$ cat config.mk
export PLATFORM = sky130hd
export DESIGN_NAME = array_request_stage_flat
export DESIGN_NICKNAME = d
export VERILOG_FILES = /design/src/rtl/array_request_stage_if.sv /design/src/rtl/array_request_stage.sv /design/src/flat_wrapper.sv
export SDC_FILE = /design/constraint.sdc
export NUM_CORES = 1
export LEC_CHECK = 0
export ABC_CLOCK_PERIOD_IN_PS = 2650
export CORE_ASPECT_RATIO = 0.7
export CORE_MARGIN = 2
export CORE_UTILIZATION = 47
export CTS_BUF_LIST = sky130_fd_sc_hd__clkbuf_2
export DETAILED_ROUTE_END_ITERATION = 10
export HOLD_SLACK_MARGIN = 0.1
export MAX_ROUTING_LAYER = met4
export PLACE_DENSITY = 0.82
export SETUP_SLACK_MARGIN = 0.3
export SLEW_MARGIN = 20
export SYNTH_ARGS = -nofsm -noshare
export SYNTH_HDL_FRONTEND = slang
export SYNTH_SLANG_ARGS = --single-unit
$ cat constraint.sdc
create_clock -name clk -period 2.65 [get_ports clk]
set_clock_uncertainty 0.05 [all_clocks]
set_input_delay 0.53 -clock clk [delete_from_list [all_inputs] [get_ports clk]]
set_output_delay 0.53 -clock clk [all_outputs]
set_load 0.02 [all_outputs]
$ cat src/rtl/array_request_stage_if.sv
// Request-side handshake bundle for array_request_stage.
// The requester drives valid/address/data; the stage returns ready.
interface array_request_stage_if #(
    parameter int DW = 32
);
    logic          rd0_val;
    logic [0:5]    rd0_adr;
    logic          rd0_rdy;
    logic          rd1_val;
    logic [0:5]    rd1_adr;
    logic          rd1_rdy;
    logic          wr0_val;
    logic [0:5]    wr0_adr;
    logic [0:DW-1] wr0_dat;
    logic          wr0_rdy;

    modport master (
        output rd0_val, rd0_adr,
        output rd1_val, rd1_adr,
        output wr0_val, wr0_adr, wr0_dat,
        input  rd0_rdy, rd1_rdy, wr0_rdy
    );

    modport slave (
        input  rd0_val, rd0_adr,
        input  rd1_val, rd1_adr,
        input  wr0_val, wr0_adr, wr0_dat,
        output rd0_rdy, rd1_rdy, wr0_rdy
    );
endinterface

$ cat src/rtl/array_request_stage.sv
// Request stage for a 64-word array: optional zero fill, then registered
// issue of two reads and one write with read-after-write hold per port.
module array_request_stage #(
    parameter int INIT_EN = 1,
    parameter int DW      = 32
) (
    input  logic                 clk,
    input  logic                 reset,
    array_request_stage_if.slave req,
    output logic                 rd_enb_0,
    output logic                 rd_enb_1,
    output logic                 wr_enb_0,
    output logic [0:5]           rd_adr_0,
    output logic [0:5]           rd_adr_1,
    output logic [0:5]           wr_adr_0,
    output logic [0:DW-1]        wr_dat_0,
    output logic                 init_done
);
    typedef enum logic {INIT, RUN} state_e;

    state_e        state_q, state_d;
    logic [5:0]    cnt_q, cnt_d;
    logic          done_q, done_d;
    logic [1:0]    hold_q, hold_d;
    logic [1:0]    fresh_q, fresh_d;
    logic [0:5]    hadr_q [2];
    logic [0:5]    hadr_d [2];
    logic [1:0]    renb_q, renb_d;
    logic [0:5]    radr_q [2];
    logic [0:5]    radr_d [2];
    logic          wenb_q, wenb_d;
    logic [0:5]    wadr_q, wadr_d;
    logic [0:DW-1] wdat_q, wdat_d;

    logic          run;
    logic          wacc;
    logic [1:0]    rrdy;
    logic [1:0]    rval;
    logic [0:5]    radr_in [2];
    logic [1:0]    cand;
    logic [0:5]    cadr [2];

    // fresh_q keeps rdy low while a read drained from the hold is on the array
    assign run        = (state_q == RUN) && !reset;
    assign rrdy       = {2{run}} & ~hold_q & ~fresh_q;
    assign wacc       = req.wr0_val & run;
    assign rval       = {req.rd1_val, req.rd0_val};
    assign radr_in[0] = req.rd0_adr;
    assign radr_in[1] = req.rd1_adr;

    assign req.rd0_rdy = rrdy[0];
    assign req.rd1_rdy = rrdy[1];
    assign req.wr0_rdy = run;

    always_comb begin
        state_d = state_q;
        cnt_d   = cnt_q;
        done_d  = done_q;
        hold_d  = hold_q;
        hadr_d  = hadr_q;
        fresh_d = '0;
        renb_d  = '0;
        radr_d  = radr_q;
        wenb_d  = 1'b0;
        wadr_d  = wadr_q;
        wdat_d  = wdat_q;
        cand    = '0;
        cadr    = radr_in;
        unique case (state_q)
            INIT: begin
                wenb_d = 1'b1;
                wadr_d = cnt_q;
                wdat_d = '0;
                cnt_d  = cnt_q + 6'd1;
                if (cnt_q == 6'd63) begin
                    state_d = RUN;
                    done_d  = 1'b1;
                end
            end
            RUN: begin
                wenb_d = wacc;
                if (wacc) begin
                    wadr_d = req.wr0_adr;
                    wdat_d = req.wr0_dat;
                end
                for (int n = 0; n < 2; n++) begin
                    cand[n] = hold_q[n] | (rval[n] & rrdy[n]);
                    cadr[n] = hold_q[n] ? hadr_q[n] : radr_in[n];
                    if (cand[n] && wacc && cadr[n] == req.wr0_adr) begin
                        hold_d[n] = 1'b1;
                        hadr_d[n] = cadr[n];
                    end else if (cand[n]) begin
                        renb_d[n]  = 1'b1;
                        radr_d[n]  = cadr[n];
                        hold_d[n]  = 1'b0;
                        fresh_d[n] = hold_q[n];
                    end
                end
            end
        endcase
    end

    always_ff @(posedge clk) begin
        if (reset) begin
            state_q <= (INIT_EN != 0) ? INIT : RUN;
            cnt_q   <= '0;
            done_q  <= 1'b0;
            hold_q  <= '0;
            fresh_q <= '0;
            hadr_q  <= '{default: '0};
            renb_q  <= '0;
            radr_q  <= '{default: '0};
            wenb_q  <= 1'b0;
            wadr_q  <= '0;
            wdat_q  <= '0;
        end else begin
            state_q <= state_d;
            cnt_q   <= cnt_d;
            done_q  <= done_d;
            hold_q  <= hold_d;
            fresh_q <= fresh_d;
            hadr_q  <= hadr_d;
            renb_q  <= renb_d;
            radr_q  <= radr_d;
            wenb_q  <= wenb_d;
            wadr_q  <= wadr_d;
            wdat_q  <= wdat_d;
        end
    end

    assign rd_enb_0  = renb_q[0];
    assign rd_enb_1  = renb_q[1];
    assign rd_adr_0  = radr_q[0];
    assign rd_adr_1  = radr_q[1];
    assign wr_enb_0  = wenb_q;
    assign wr_adr_0  = wadr_q;
    assign wr_dat_0  = wdat_q;
    // without a fill there is nothing to wait for once reset drops
    assign init_done = done_q | ((INIT_EN == 0) & ~reset);
endmodule

$ cat src/flat_wrapper.sv
// flat-port wrapper written by rule: the top's interface ports become plain ports
module array_request_stage_flat 
#(
    parameter int INIT_EN = 1,
    parameter int DW      = 32
)
  (clk, reset, rd_enb_0, rd_enb_1, wr_enb_0, rd_adr_0, rd_adr_1, wr_adr_0, wr_dat_0, init_done, req_rd0_val, req_rd0_adr, req_rd1_val, req_rd1_adr, req_wr0_val, req_wr0_adr, req_wr0_dat, req_rd0_rdy, req_rd1_rdy, req_wr0_rdy);
  array_request_stage_if #(.DW(DW)) req_i ();
  input  logic clk;
  input  logic reset;
  output logic rd_enb_0;
  output logic rd_enb_1;
  output logic wr_enb_0;
  output logic [0:5] rd_adr_0;
  output logic [0:5] rd_adr_1;
  output logic [0:5] wr_adr_0;
  output logic [0:DW-1] wr_dat_0;
  output logic init_done;
  input wire logic [$bits(req_i.rd0_val)-1:0] req_rd0_val;
  input wire logic [$bits(req_i.rd0_adr)-1:0] req_rd0_adr;
  input wire logic [$bits(req_i.rd1_val)-1:0] req_rd1_val;
  input wire logic [$bits(req_i.rd1_adr)-1:0] req_rd1_adr;
  input wire logic [$bits(req_i.wr0_val)-1:0] req_wr0_val;
  input wire logic [$bits(req_i.wr0_adr)-1:0] req_wr0_adr;
  input wire logic [$bits(req_i.wr0_dat)-1:0] req_wr0_dat;
  output wire logic [$bits(req_i.rd0_rdy)-1:0] req_rd0_rdy;
  output wire logic [$bits(req_i.rd1_rdy)-1:0] req_rd1_rdy;
  output wire logic [$bits(req_i.wr0_rdy)-1:0] req_wr0_rdy;
  assign req_i.rd0_val = req_rd0_val;
  assign req_i.rd0_adr = req_rd0_adr;
  assign req_i.rd1_val = req_rd1_val;
  assign req_i.rd1_adr = req_rd1_adr;
  assign req_i.wr0_val = req_wr0_val;
  assign req_i.wr0_adr = req_wr0_adr;
  assign req_i.wr0_dat = req_wr0_dat;
  assign req_rd0_rdy = req_i.rd0_rdy;
  assign req_rd1_rdy = req_i.rd1_rdy;
  assign req_wr0_rdy = req_i.wr0_rdy;
  array_request_stage #(.INIT_EN(INIT_EN), .DW(DW)) u_core (.clk(clk), .reset(reset), .req(req_i), .rd_enb_0(rd_enb_0), .rd_enb_1(rd_enb_1), .wr_enb_0(wr_enb_0), .rd_adr_0(rd_adr_0), .rd_adr_1(rd_adr_1), .wr_adr_0(wr_adr_0), .wr_dat_0(wr_dat_0), .init_done(init_done));
endmodule
==> impl_metrics.toml <==
[floorplan]
die_x_um = 105
die_h_um = 74.8
initial_core_util = 0.491
num_io_pins = 112
die_area_um2 = 7850
rows = 25
core-area_um2 = 6850

[clock_network]
cts_tree = "yes"
cts_num_sinks = 77
cts_buffer_depth = 2
postCtsSetupBuffers = 0
root_buffer = "clkbuf_2"
clk_latency_ns = 0.53
htreeDepth = 3
path_clk_slew_ns = 0.22
cts_buffers = 9

[worst_setup_path]
critical_path.top_delay_family = "simple AND/OR/NAND/NOR gates"
setup.worst_path.end_class = "output port"
arrival_ns = 1.68
path_cells = "nand2b_1 -> nor3_1 -> dlygate4sd1_1"
worstRegToRegCells = 5
reg2reg_to = "u_core.rd_adr_0[0]"
cp-start-kind = "flip-flop"
cp_slowest_stage_delay_ns = 0.38
r2r_setup_slack_ns = 0.48
required_ns = 2.07
r2r-start = "u_core.hold_q[0]"
worstPathMaxFanout = 6
cp_slowest_cell = "dfxtp_1"
critPathKind = "reg -> out"
crit_start = "u_core.state_q"
crit_buf_inv = 1

[cells_and_area]
drive_above_1_share = 0.117
fillers = 514
area_delta_synth_final_pct = 38.7
finalInstanceArea_um2 = 4660
fin_nets = 495
finalCoreUtilization = 0.681
multi_input_area_um2 = 1680
regArea_um2 = 1540
antenna_cells = 0

[power_and_ir_drop]
powerDensity_nw_per_um2 = 464
switching_share = 0.255
power_switching_mw = 0.551
pwr-share-seq = 0.544
comb_power_share = 0.105
p_int_mw = 1.61
vdd_drop_max_v = 0.000256
clkPwrFrac = 0.351
p_leak_nw = 1.79

[drt]
first_pass_iters = 4
num_vias = 2777
drc = 0
wl_per_cell_um = 15.5
routed_via_density = 5.16
ant_nets = 0
drt-total-wl_um = 8320
drtIter0Drc = 169

[synth]
syn_avg_cell_area_um2 = 10.1
yosys.area_share.adder = 0.00372
synth_edf_count = 0
muxShareOfSynthArea = 0.216
ys_top_cells_by_area = "dfxtp_1 (46%), mux2i_1 (14%), nor2_1 (6.7%), mux2_4 (5.4%), nor2b_1 (3.2%)"
yosys.area.top_type = "dfxtp_1"
dominantRegCellSynth = "dfxtp_1"
yosysTopAreaCellShare = 0.459
synthesis.nets = 388
synth_compound_area_frac = 0.0685
ys_warn_count = 0
synthXorXnorAreaFrac = 0.0417
ys_seq_area_frac = 0.459
synth_cells = 332
synthSimpleGateAreaFrac = 0.171
synth_top_family_by_area = "multiplexers"
synthArstFlopShare = 0
netlist_area_um2 = 3360
ys_ff_latch = 77
synth.distinct_cells = 38

[worst_hold_path]
worstHoldPathCells = 3
hold_start = "reset"
worstHoldEndpoint = "u_core.fresh_q[0]"
hp-class = "in -> reg"

[place]
port_buffers = 111
gp_congestion = 0.837
placed_cell_area_um2 = 4520
pre_cts_ws_ns = 0.0924
hpwlAfterDp_um = 5900

[sta]
slew_headroom = 0.568
worst_pin_slew_ns = 0.648
setup_viol = 0
finalCritPeriodShare = 0.851
fin_crit_ns = 2.26
worst_slack_ns = 0.394
slew_violations = 0
timing.fmax_mhz = 443
rsz0062_at_grt = "no"
setup_tns_ns = 0
finalHoldViolCount = 0

[global_route]
grt_pass1_wl_um = 13100
grt_antenna_before_repair = 0
grt_pass1_vias = 2628
grt_max_degree = 56
overflow = 0
grt.total_usage = 0.222

[status]
status = "complete, no violations"

[job]
cap_viol_max_count = 0
-- state kept, by name, summed over array words and instances (netlist names), 2 cells and up --
register and flops:
u_core.rd_adr_0 6, u_core.renb_q 2, u_core.hadr_q 12, u_core.rd_adr_1 6, u_core.hold_q 2, u_core.wr_adr_0 6
u_core.wr_dat_0 32, u_core.fresh_q 2, u_core.cnt_q 6
-- synthesized netlist by cell type, types with 2 or more instances --
cell type / number
xor2_1: 9
mux2i_2: 3
buf_1: 5
xnor2_1: 7
dfxtp_1: 77
a211oi_1: 11
nand4b_1: 4
nor3_1: 7
inv_1: 3
nand2b_1: 4
o21ai_1: 5
buf_6: 3
mux2i_1: 48
mux2_4: 12
buf_2: 5
nor2_1: 60
and3_1: 4
a21oi_1: 15
and2_1: 2
clkbuf_1: 10
a21oi_4: 2
nand3_1: 3
nor2b_1: 17
mux2_1: 2
-- metal layers --
layer | track usage | vias to the layer above | wire (um) | share of wire
li1 | - | 1350 | - | -
met1 | 0.281 | 1312 | 3870 | 0.46
met2 | 0.346 | 102 | 3800 | 0.46
met3 | 0.0649 | 13 | 516 | 0.062
met4 | 0.0756 | 0 | 131 | 0.016
met5 | - | - | 0 | 0
-- cell families after synthesis --
logic type,count (synthesis)
AO/OA/AOI/OAI,35
XOR/XNOR,16
adder cells (fa/ha/maj),1
buffers and inverters,28
flip-flops,77
multiplexers,65
AND/OR/NAND/NOR,110
-- power by group through the flow --
stage,clock network [mW],registers [mW],logic (mW)
floorplan,0,1.20,0.105
finish,0.759,1.18,0.227
global route,0.822,1.18,0.241
global placement,0,1.20,0.220
CTS,0.771,1.18,0.227
detailed placement,0,1.20,0.224
-- what timing repair did --
action / in CTS / in global routing
gates resized for setup: 5 / 5
hold buffers: 0 / 0
setup endpoints to repair: 3 / 2
hold endpoints to repair: 0 / 0
-- metrics by stage --
stage	hold WS [ns]	power, mW	std cells
3_5_place_dp	0.422	1.42	522
5_1_grt	0.430	2.24	538
6_report	0.443	2.16	538
3_3_place_gp	0.409	1.42	522
2_1_floorplan	0.404	1.30	332
4_1_cts	0.407	2.17	538
-- final cells by class --
cell class              count  area share
multi-input cells         227       0.361
flip-flops and latches     77       0.331
repair buffers            120       0.249
well taps                  94      0.0252
clock inverters             7      0.0209
clock buffers               9     0.00966
inverters                   4     0.00322
-- tightest hold or removal path: stages --
cell and delay (ns):
buf_2 0.11, nand2b_1 0.27, nor3_1 0.08
-- placed cells by master (no fill, tap or decap), drive strengths merged, types with 2 or more instances in the layout --
cell type      instances
a211oi                11
a21oi                 17
and2                   2
and3                   4
buf                   11
bufinv                 2
clkbuf                10
clkdlybuf4s50        106
clkinvlp               2
dfxtp                 77
inv                    6
mux2                  14
mux2i                 51
nand2b                 4
nand3                  4
nand4b                 4
nor2                  60
nor2b                 17
nor3                   8
o21ai                  5
xnor2                  7
xor2                   9
-- worst max-delay path by stage --
stage	endpoint	slack, ns	cells after the start
6_report	req_rd0_rdy	0.39	3
5_1_grt	req_rd0_rdy	0.30	3
4_1_cts	req_rd1_rdy	0.28	3
3_5_place_dp	u_core.rd_adr_0[0]	0.09	6
3_3_place_gp	u_core.rd_adr_0[5]	0.17	6
2_1_floorplan	u_core.rd_adr_1[0]	0.57	7
(Power assumes the default switching activity.)
